--- config.mk ---
export PLATFORM = sky130hd
export DESIGN_NAME = seq_mult_bcd
export DESIGN_NICKNAME = d
export VERILOG_FILES = /design/src/rtl/seq_mult_bcd.sv
export SDC_FILE = /design/constraint.sdc
export NUM_CORES = 1
export LEC_CHECK = 0
export CORE_ASPECT_RATIO = 0.9
export CORE_UTILIZATION = 60
export DETAILED_ROUTE_END_ITERATION = 12
export PLACE_DENSITY = 0.9
export RECOVER_POWER = 100
export SLEW_MARGIN = 10
export SYNTH_ARGS = -nofsm -noshare
export SYNTH_HDL_FRONTEND = slang
export SYNTH_SLANG_ARGS = --single-unit
export TNS_END_PERCENT = 5
--- constraint.sdc ---
create_clock -name clk -period 3.9 [get_ports clk]
set_input_delay 0.78 -clock clk [delete_from_list [all_inputs] [get_ports clk]]
set_output_delay 0.78 -clock clk [all_outputs]
set_load 0.02 [all_outputs]
--- src/rtl/seq_mult_bcd.sv ---
`default_nettype none
// ============================================================================
// Module   : seq_mult_bcd
// Brief    : Sequential N x N shift-add multiplier (signed/unsigned) with a
//            double-dabble binary-to-BCD converter on the product magnitude.
// Revision : 1.0 - initial release
// ============================================================================
module seq_mult_bcd #(
    parameter int N      = 8,
    parameter int DIGITS = 5
) (
    input  logic                  clk,
    input  logic                  aclr,
    input  logic                  ena_a,
    input  logic                  ena_b,
    input  logic [N-1:0]          data,
    input  logic                  start,
    input  logic                  signed_mode,
    output logic [N-1:0]          a_q,
    output logic [N-1:0]          b_q,
    output logic                  busy,
    output logic                  done,
    output logic [2*N-1:0]        product,
    output logic                  neg,
    output logic                  ovf,
    output logic [4*DIGITS-1:0]   bcd
);

    localparam int                 c_cnt_w     = $clog2(2*N);
    localparam logic [c_cnt_w-1:0] c_mult_last = c_cnt_w'(N-1);
    localparam logic [c_cnt_w-1:0] c_conv_last = c_cnt_w'(2*N-1);
    localparam logic [c_cnt_w-1:0] c_cnt_one   = c_cnt_w'(1);
    localparam logic [N-1:0]       c_one_n     = N'(1);
    localparam logic [2*N-1:0]     c_one_2n    = (2*N)'(1);
    localparam logic [63:0]        c_bcd_max   = 64'(10**DIGITS) - 64'd1;

    typedef enum logic [1:0] {
        S_IDLE = 2'd0,
        S_MULT = 2'd1,
        S_CONV = 2'd2,
        S_DONE = 2'd3
    } state_t;

    state_t                 r_state;
    state_t                 w_state_next;
    logic [c_cnt_w-1:0]     r_cnt;
    logic [N-1:0]           r_a;
    logic [N-1:0]           r_b;
    logic [2*N-1:0]         r_mcand;
    logic [N-1:0]           r_mplier;
    logic [2*N-1:0]         r_acc;
    logic                   r_sign;
    logic [2*N-1:0]         r_bin;
    logic [4*DIGITS-1:0]    r_dd;
    logic [2*N-1:0]         r_product;
    logic                   r_neg;
    logic                   r_ovf;
    logic [4*DIGITS-1:0]    r_bcd;

    logic [N-1:0]           w_mag_a;
    logic [N-1:0]           w_mag_b;
    logic [2*N-1:0]         w_acc_next;
    logic [4*DIGITS-1:0]    w_dd_adj;
    logic [4*DIGITS-1:0]    w_dd_shift;
    logic [2*N-1:0]         w_product;
    logic                   w_ovf;

    assign a_q     = r_a;
    assign b_q     = r_b;
    assign busy    = (r_state == S_MULT) || (r_state == S_CONV);
    assign done    = (r_state == S_DONE);
    assign product = r_product;
    assign neg     = r_neg;
    assign ovf     = r_ovf;
    assign bcd     = r_bcd;

    // -2**(N-1) negates to itself, which read unsigned is the correct magnitude
    assign w_mag_a = (signed_mode && r_a[N-1]) ? (~r_a + c_one_n) : r_a;
    assign w_mag_b = (signed_mode && r_b[N-1]) ? (~r_b + c_one_n) : r_b;

    assign w_acc_next = r_mplier[0] ? (r_acc + r_mcand) : r_acc;

    generate
        for (genvar i = 0; i < DIGITS; i++) begin : g_digit
            assign w_dd_adj[4*i +: 4] = (r_dd[4*i +: 4] >= 4'd5) ?
                                        (r_dd[4*i +: 4] + 4'd3) : r_dd[4*i +: 4];
        end
    endgenerate

    assign w_dd_shift = {w_dd_adj[4*DIGITS-2:0], r_bin[2*N-1]};
    assign w_product  = r_sign ? (~r_acc + c_one_2n) : r_acc;
    assign w_ovf      = 64'(r_acc) > c_bcd_max;

    always_ff @(posedge clk or negedge aclr) begin
        if (!aclr) begin
            r_state <= S_IDLE;
        end else begin
            r_state <= w_state_next;
        end
    end

    always_comb begin
        w_state_next = r_state;
        case (r_state)
            S_IDLE: if (start) w_state_next = S_MULT;
            S_MULT: if (r_cnt == c_mult_last) w_state_next = S_CONV;
            S_CONV: if (r_cnt == c_conv_last) w_state_next = S_DONE;
            S_DONE: w_state_next = start ? S_MULT : S_IDLE;
            default: w_state_next = S_IDLE;
        endcase
    end

    always_ff @(posedge clk or negedge aclr) begin
        if (!aclr) begin
            r_cnt     <= '0;
            r_a       <= '0;
            r_b       <= '0;
            r_mcand   <= '0;
            r_mplier  <= '0;
            r_acc     <= '0;
            r_sign    <= 1'b0;
            r_bin     <= '0;
            r_dd      <= '0;
            r_product <= '0;
            r_neg     <= 1'b0;
            r_ovf     <= 1'b0;
            r_bcd     <= '0;
        end else begin
            if (!busy) begin
                if (ena_a) r_a <= data;
                if (ena_b) r_b <= data;
            end
            case (r_state)
                S_IDLE, S_DONE: begin
                    if (start) begin
                        r_mcand  <= {{N{1'b0}}, w_mag_a};
                        r_mplier <= w_mag_b;
                        r_acc    <= '0;
                        r_cnt    <= '0;
                        r_sign   <= signed_mode && (r_a[N-1] ^ r_b[N-1]);
                    end
                end
                S_MULT: begin
                    r_acc    <= w_acc_next;
                    r_mcand  <= {r_mcand[2*N-2:0], 1'b0};
                    r_mplier <= {1'b0, r_mplier[N-1:1]};
                    if (r_cnt == c_mult_last) begin
                        r_cnt <= '0;
                        r_bin <= w_acc_next;
                        r_dd  <= '0;
                    end else begin
                        r_cnt <= r_cnt + c_cnt_one;
                    end
                end
                S_CONV: begin
                    r_bin <= {r_bin[2*N-2:0], 1'b0};
                    r_dd  <= w_dd_shift;
                    if (r_cnt == c_conv_last) begin
                        // Final shift lands directly in the result registers
                        r_cnt     <= '0;
                        r_product <= w_product;
                        r_neg     <= r_sign && (r_acc != '0);
                        r_ovf     <= w_ovf;
                        r_bcd     <= w_ovf ? '1 : w_dd_shift;
                    end else begin
                        r_cnt <= r_cnt + c_cnt_one;
                    end
                end
                default: ;
            endcase
        end
    end

endmodule
`default_nettype wire

# [Yosys cells after proc, flatten, opt, wreduce, memory -nomap -nowiden]
# Cells that the tools add are included.
[word_totals] ff_bits=136 wordCells=87 out_inout_bits=56 in_bits=14
[classes] add_sub_neg=10 muxes=28 bitwise_logic=5 n_lt_le_gt_ge=5 reduce_logical=17 eq_ne=9
[ops] cell="$pmux 16 s2" n=3
[ops] cell="$mux 16" n=5
[ops] cell="$pmux 20 s2" n=1
[ops] cell="$mux 4" n=7
[ops] cell="$mux 8" n=3
[ops] cell="$ge 4x3->1 const B" n=5
[ops] cell="$mux 20" n=1
[ops] cell="$add 16x1->16 const B" n=1
[ops] cell="$add 16x16->16" n=1
[ops] cell="$add 4x2->4 const B" n=4
[ops] cell="$add 8x1->8 const B" n=2
[ops] cell="$not 16->16" n=1
[ops] cell="$not 8->8" n=2
[ops] cell="$pmux 8 s2" n=1
[ops] cell="$reduce_bool 16->1" n=1
[ops] cell="$pmux 4 s3" n=1
[ops] cell="$reduce_and 2->1" n=6
[ops] cell="$pmux 2 s4" n=1
[ops] cell="$mux 2" n=3
[ops] cell="$add 4x1->4 const B" n=1
[ops] cell="$eq 2x2->1 const B" n=2
[ops] cell="$eq 4x3->1 const B" n=1
[ops] cell="$eq 4x4->1 const B" n=1
[ops] cell="$logic_and 1x1->1" n=4
[ops] cell="other kinds (13)" n=16

# [Depth between registers and ports, before layout]
# Gate-level depths: netlist of run 1.
[depth] ltp_word=5 ltp_mapped=10 depth_no_buf=9

# [Worst setup path after synthesis of run 1]
# OpenSTA, ideal clock, no wires.
[synth_path] path_kind="register to register" start="register r_acc[0]" end="register r_bin[8]" setup_ps=82 n_path_buf=0 path_slack_ps=1515 arrival_time_ps=2303 synth_period_minus_slack_ps=2385 stages_incl_launch_ff=10 cell_sequence="dfrtp_1 ha_1 fa_1 a21oi_1 a2bb2oi_1 a21o_1 nand2b_1 a21oi_1 mux2_2 a31oi_1"
[synth_between] elab_chain_len=4
[synth_rtl] element="start: declaration" line="51" source="logic [2*N-1:0] r_acc;"
[synth_rtl] element="start signal: assignment" line="144" source="r_acc <= w_acc_next;"
[synth_rtl] element="$add 16x16->16" line="81" source="assign w_acc_next = r_mplier[0] ? (r_acc + r_mcand) : r_acc;"
[synth_rtl] element="$mux 16" line="81"
[synth_rtl] element="$mux 16" line="147" source="if (r_cnt == c_mult_last) begin"
[synth_rtl] element="$pmux 16 s2" line="133" source="case (r_state)"
[synth_rtl] element="end signal: assignment" line="149" source="r_bin <= w_acc_next;"
[synth_rtl] element="end signal: assignment" line="156" source="r_bin <= {r_bin[2*N-2:0], 1'b0};"
[synth_rtl] element="end: declaration" line="53" source="logic [2*N-1:0] r_bin;"
# No other way between the ends. The select of a mux whose other input is x is not followed.
# A chain may end at the register's enable or synchronous reset.

# [Final worst setup path of run 1]
[layout_path] start="register r_state[0]" end="register r_mcand[1]"
[layout_between] elab_chain_len=4 word_cells_on_any_way=8 cone_classes="eq/ne: 3; mux: 1; reduce/logical: 4"
[layout_rtl] element="start: declaration" line="44" source="state_t r_state;"
[layout_rtl] element="start signal: assignment" line="98" source="r_state <= w_state_next;"
[layout_rtl] element="$eq 2x2->1 or $logic_not 2->1 (tied branches)" line="133"
[layout_rtl] element="$reduce_or 2->1" line="133"
[layout_rtl] element="$ne 2x2->1 (no line) or $reduce_bool 2->1 (tied branches)"
[layout_rtl] element="$reduce_and 2->1 (no line)"
[layout_rtl] element="end signal: assignment" line="136" source="r_mcand <= {{N{1'b0}}, w_mag_a};"
[layout_rtl] element="end signal: assignment" line="145" source="r_mcand <= {r_mcand[2*N-2:0], 1'b0};"
[layout_rtl] element="end: declaration" line="49" source="logic [2*N-1:0] r_mcand;"
# Several ways; a longest one is shown, not always the timed one.

==> results of run 1 <==
worst reg2reg max path, stage by stage (launching register included):
cell and delay, ns:
dfrtp_1 0.39, inv_1 0.11, ha_1 0.62, nor2_1 0.18
a21oi_2 0.13, clkbuf_1 1.14, o21ai_0 0.36
synthesized netlist by cell type (9+ instances only):
| library cell | n | area, um2 |
|---|---|---|
| a21oi_1 | 53 | 265 |
| a22o_1 | 9 | 78.8 |
| a31oi_1 | 9 | 56.3 |
| clkbuf_1 | 33 | 124 |
| dfrtp_1 | 136 | 3400 |
| ha_1 | 34 | 425 |
| inv_1 | 30 | 113 |
| mux2_2 | 24 | 270 |
| mux2i_1 | 15 | 150 |
| nand2_1 | 129 | 484 |
| nand2b_1 | 13 | 81.3 |
| nand3_1 | 15 | 75.1 |
| nor2_1 | 33 | 124 |
| nor3_1 | 11 | 55.1 |
| o21ai_0 | 124 | 621 |
| or3_1 | 9 | 56.3 |
| xnor2_1 | 16 | 140 |
| xor2_1 | 23 | 201 |
state kept, by name, indices dropped and copies added, names as in the netlist, 16 cells and up:
signal,cells
r_bin,16
r_acc,16
r_dd,20
product,16
r_mcand,16
bcd,20
logic make-up after synthesis:
| group | count (synthesis) | share of synthesized area |
|---|---|---|
| AOI/OAI and AO/OA | 243 | 0.192 |
| and+or+nand+nor | 235 | 0.143 |
| DFF | 136 | 0.464 |
| buffers and inverters | 70 | 0.0365 |
| xor gates and xnor gates | 39 | 0.0465 |
| muxes | 39 | 0.0573 |
| adders and majority gates | 35 | 0.0607 |
| other | 1 | 0.000511 |
area by class of cell:
class                   instances  area share
multi-input cells             592       0.420
flip-flops and latches        136       0.388
repair buffers                 76      0.0837
clock buffers                  20      0.0532
well taps                     156      0.0223
clock inverters                11      0.0193
inverters                      31      0.0133
power by group:
| group | internal (mW) | total (mW) | switching, mW |
|---|---|---|---|
| combinational | 1.05 | 2.76 | 1.72 |
| sequential | 1.75 | 2.16 | 0.408 |
| clock | 1.12 | 1.73 | 0.613 |
metal layers:
layer	track usage	wire, um
met5	0	0
met4	0.134	563
met3	0.0787	1400
met2	0.492	8610
met1	0.400	7480
final timing paths:
check,startpoint,to,slack (ns),cells after the start
worst min-delay path,product[2],product[2],0.47,2
worst max-delay path,r_state[0],r_mcand[1],0.75,6
max in group asynchronous,aclr,r_acc[13],2.16,2
worst max register to register,r_state[0],r_mcand[1],0.75,6
min in group asynchronous,aclr,product[5],0.69,1
worst min register to register,product[2],product[2],0.47,2
==> reports/qor.txt, run 1 <==
Final Power: 6.65 mW
Nets: 903
vias after detailed routing: 6,383
Post-CTS Setup Repair Bufs: 0
Worst-path clk slew: 0.06 ns
CTS H-tree depth: 4
first-pass GRT wire length: 30.3 mm
area of the multi-input gates: 3680 um2
WL final: 18.1 mm
number of global-route vias before repair: 6,125
final core occ: 0.752
hold buffer count at CTS: 0
FP Rows: 37
kind of cell adding the most delay to the critical path: buffers and inverters
core area: 11,700 um2
Root Buffer: clkbuf_16
sequential share of the synthesized area: 0.464
Post-Syn Nets: 847
Slowest cell on crit path: clkbuf_1
Avg Synthesized Cell Area: 9.20 um2
non-filler instance count after layout: 1,022
critical path, cell by cell: inv_1 > ha_1 > nor2_1 > a21oi_2 > clkbuf_1 > o21ai_0
Top FF cell, synth: dfrtp_1
Post-Syn Area: 7340 um2
Bufs and invs on worst path: 2
DR iter-0 viols: 899
Vias per Instance: 6.25
share of post-route cells with drive strength above 1: 0.0762
hold slack: 0.474 ns
Slew HR: -0.0396
HP Class: reg2reg
crit path capture type: register
Starting Density: 0.629
dpl cell area: 8150 um2
placed cells: 991
Tot GR Track Use: 0.308
clk sink count: 136
Clock Skews: 0.0105 ns
routability cong.: 0.895
Detailed Routing Iterations Pass 1: 8
Max-Cap Viols: 1
critical path type: reg2reg
Antenna Nets Post-Route: 0
commonest non-fill, non-tap cells in the layout: 136 x dfrtp_1, 129 x nand2_1, 126 x o21ai_0
Final min period: 3.15 ns
Gates resized, CTS repair: 0
Distinct cells, synth: 52
async set-reset flop share out of synthesis: 1.00
worst slew pin tran: 1.56 ns
diodes inserted: 0
Slew Viols, Final: 41
cells after synthesis: 798
initial antenna violation count: 0
worst skew pair latency: 0.43 ns
port bufs: 68
nature of the critical path startpoint: register
Ys Warns: 0
CTS Buffer Depth: 2
dpl hpwl: 12.0 mm
DIE HEIGHT: 107 um
crit share post-route: 0.807
CTS tree: built
Layout area overhead: 19.5%
fillers: 746
Yosys reg bits: 136
Die X: 119 um
LEAKAGE: 3.94 nW
commonest non-fill, non-tap cell in the layout: dfrtp_1
worst path required time: 4.11 ns
Place WS: 1.18 ns
peak supply drop: 0.000500 V
largest net degree at the start of global routing: 79
slowest cell delay on critical path: 1.14 ns
violations in the final reports: capacitance limit, slew limit
IO Pins: 70
post-route setup slack: 0.752 ns
cts bufs inserted: 17
DR WL/cell: 17.7 um
Fin. Hold Viols: 0
maximum clock rate: 0.318 GHz
Die ar.: 12,700 um2
setup_tns: 0 ns
drt drc: 0
FF+latch area: 3400 um2
number of flops mapped to enable cells by yosys: 0
Final Cell Area: 8770 um2
CP Data Arrival Time: 3.36 ns
endpoints failing setup: 0
Pwr per Cell Area: 758 nW/um2
worst-path maximum fanout: 40
RSZ-0062 raised after global routing: false
total global routing overflow: 0
status: finished with violations
Note: power is estimated with default switching activity, not from simulation.
==> run 2, diff against run 1 <==
CORE_UTILIZATION = 58   (was 60)
PLACE_DENSITY = 0.88   (was 0.9)
clock period = 2.9 ns   (was 3.9 ns; I/O delays follow)
==> reports/qor.txt, run 2 (synthesis results as in run 1) <==
status: finished with violations
violations in the final reports: capacitance limit, slew limit
dpl hpwl: 11.3 mm
first-pass GRT wire length: 28.7 mm
Nets: 912
HP Class: reg2reg
routability cong.: 0.892
commonest non-fill, non-tap cells in the layout: 136 x dfrtp_1, 129 x nand2_1, 125 x o21ai_0
CTS tree: built
Clock Skews: 0.00764 ns
LEAKAGE: 3.98 nW
core area: 12,200 um2
Worst-path clk slew: 0.06 ns
Slew Viols, Final: 64
Slew HR: -0.0412
CP Data Arrival Time: 2.13 ns
commonest non-fill, non-tap cell in the layout: dfrtp_1
hold slack: 0.469 ns
nature of the critical path startpoint: register
CTS H-tree depth: 4
DR WL/cell: 16.4 um
Final Power: 8.85 mW
Gates resized, CTS repair: 0
Layout area overhead: 20.2%
vias after detailed routing: 6,133
Root Buffer: clkbuf_16
flop-to-flop setup slack: 0.28 ns
DIE HEIGHT: 109 um
DR iter-0 viols: 576
hold buffer count at CTS: 0
IO Pins: 70
r2r endpoint: r_bin[8]
FP Rows: 38
port bufs: 68
largest net degree at the start of global routing: 74
Antenna Nets Post-Route: 0
clk sink count: 136
hold endpoint: bcd[3]
worst skew pair latency: 0.42 ns
cts bufs inserted: 17
Detailed Routing Iterations Pass 1: 5
Final Cell Area: 8820 um2
WL final: 17.0 mm
initial antenna violation count: 0
drt drc: 0
peak supply drop: 0.000801 V
CTS Buffer Depth: 2
number of global-route vias before repair: 6,015
Pwr per Cell Area: 1000 nW/um2
Post-CTS Setup Repair Bufs: 0
diodes inserted: 0
hold_sp: bcd[3]
Starting Density: 0.603
RSZ-0062 raised after global routing: false
Tot GR Track Use: 0.280
Final min period: 2.71 ns
Vias per Instance: 5.93
maximum clock rate: 0.369 GHz
r2r startpoint: r_acc[0]
dpl cell area: 8230 um2
share of post-route cells with drive strength above 1: 0.0801
endpoints failing setup: 0
worst path required time: 2.32 ns
setup_tns: 0 ns
R2R depth: 9
Die X: 121 um
crit share post-route: 0.935
total global routing overflow: 0
worst slew pin tran: 1.56 ns
hold depth: 2
Die ar.: 13,100 um2
crit path capture type: output port
Max-Cap Viols: 1
worst-path maximum fanout: 17
critical path type: reg2out
Fin. Hold Viols: 0
## run 2: through the flow
step,worst slack (ns),util,std cells
finish,0.189,0.725,1034
global route,0.00207,0.725,1034
CTS,0.247,0.728,1034
detailed placement,0.315,0.676,1004
global placement,0.377,0.676,1004
floorplan,0.515,-,798
## run 2: worst max path at each step
stage | startpoint | end
floorplan | r_acc[0] | r_bin[8]
global placement | r_acc[0] | r_bin[8]
detailed placement | start | r_acc[14]
CTS | r_state[0] | busy
global route | r_acc[0] | r_bin[8]
finish | r_state[0] | busy
## run 2: routing by layer
metal | GRT usage | vias up | routed length, um
li1 | - | 2921 | -
met5 | 0 | - | 0
met4 | 0.125 | 0 | 492
met2 | 0.461 | 224 | 8140
met3 | 0.0533 | 58 | 972
met1 | 0.361 | 2930 | 7360
## run 2: layout make-up
class | instances | area, um2
Clock buffer | 24 | 492
Clock inverter | 6 | 138
Fill cell | 854 | 3350
Inverter | 31 | 116
Multi-Input combinational cell | 592 | 3680
Sequential cell | 136 | 3400
Tap cell | 160 | 200
Timing Repair Buffer | 85 | 792
## run 2: power breakdown
part | switching, mW | internal, mW
Sequential | 0.526 | 2.35
Combinational | 2.21 | 1.44
Clock | 0.788 | 1.53
## run 2: worst max-delay path: stages, from the launching register on
cell and delay (ns):
dfrtp_1 0.39, inv_1 0.11, ha_1 0.31, buf_4 0.21, dlygate4sd3_1 0.69
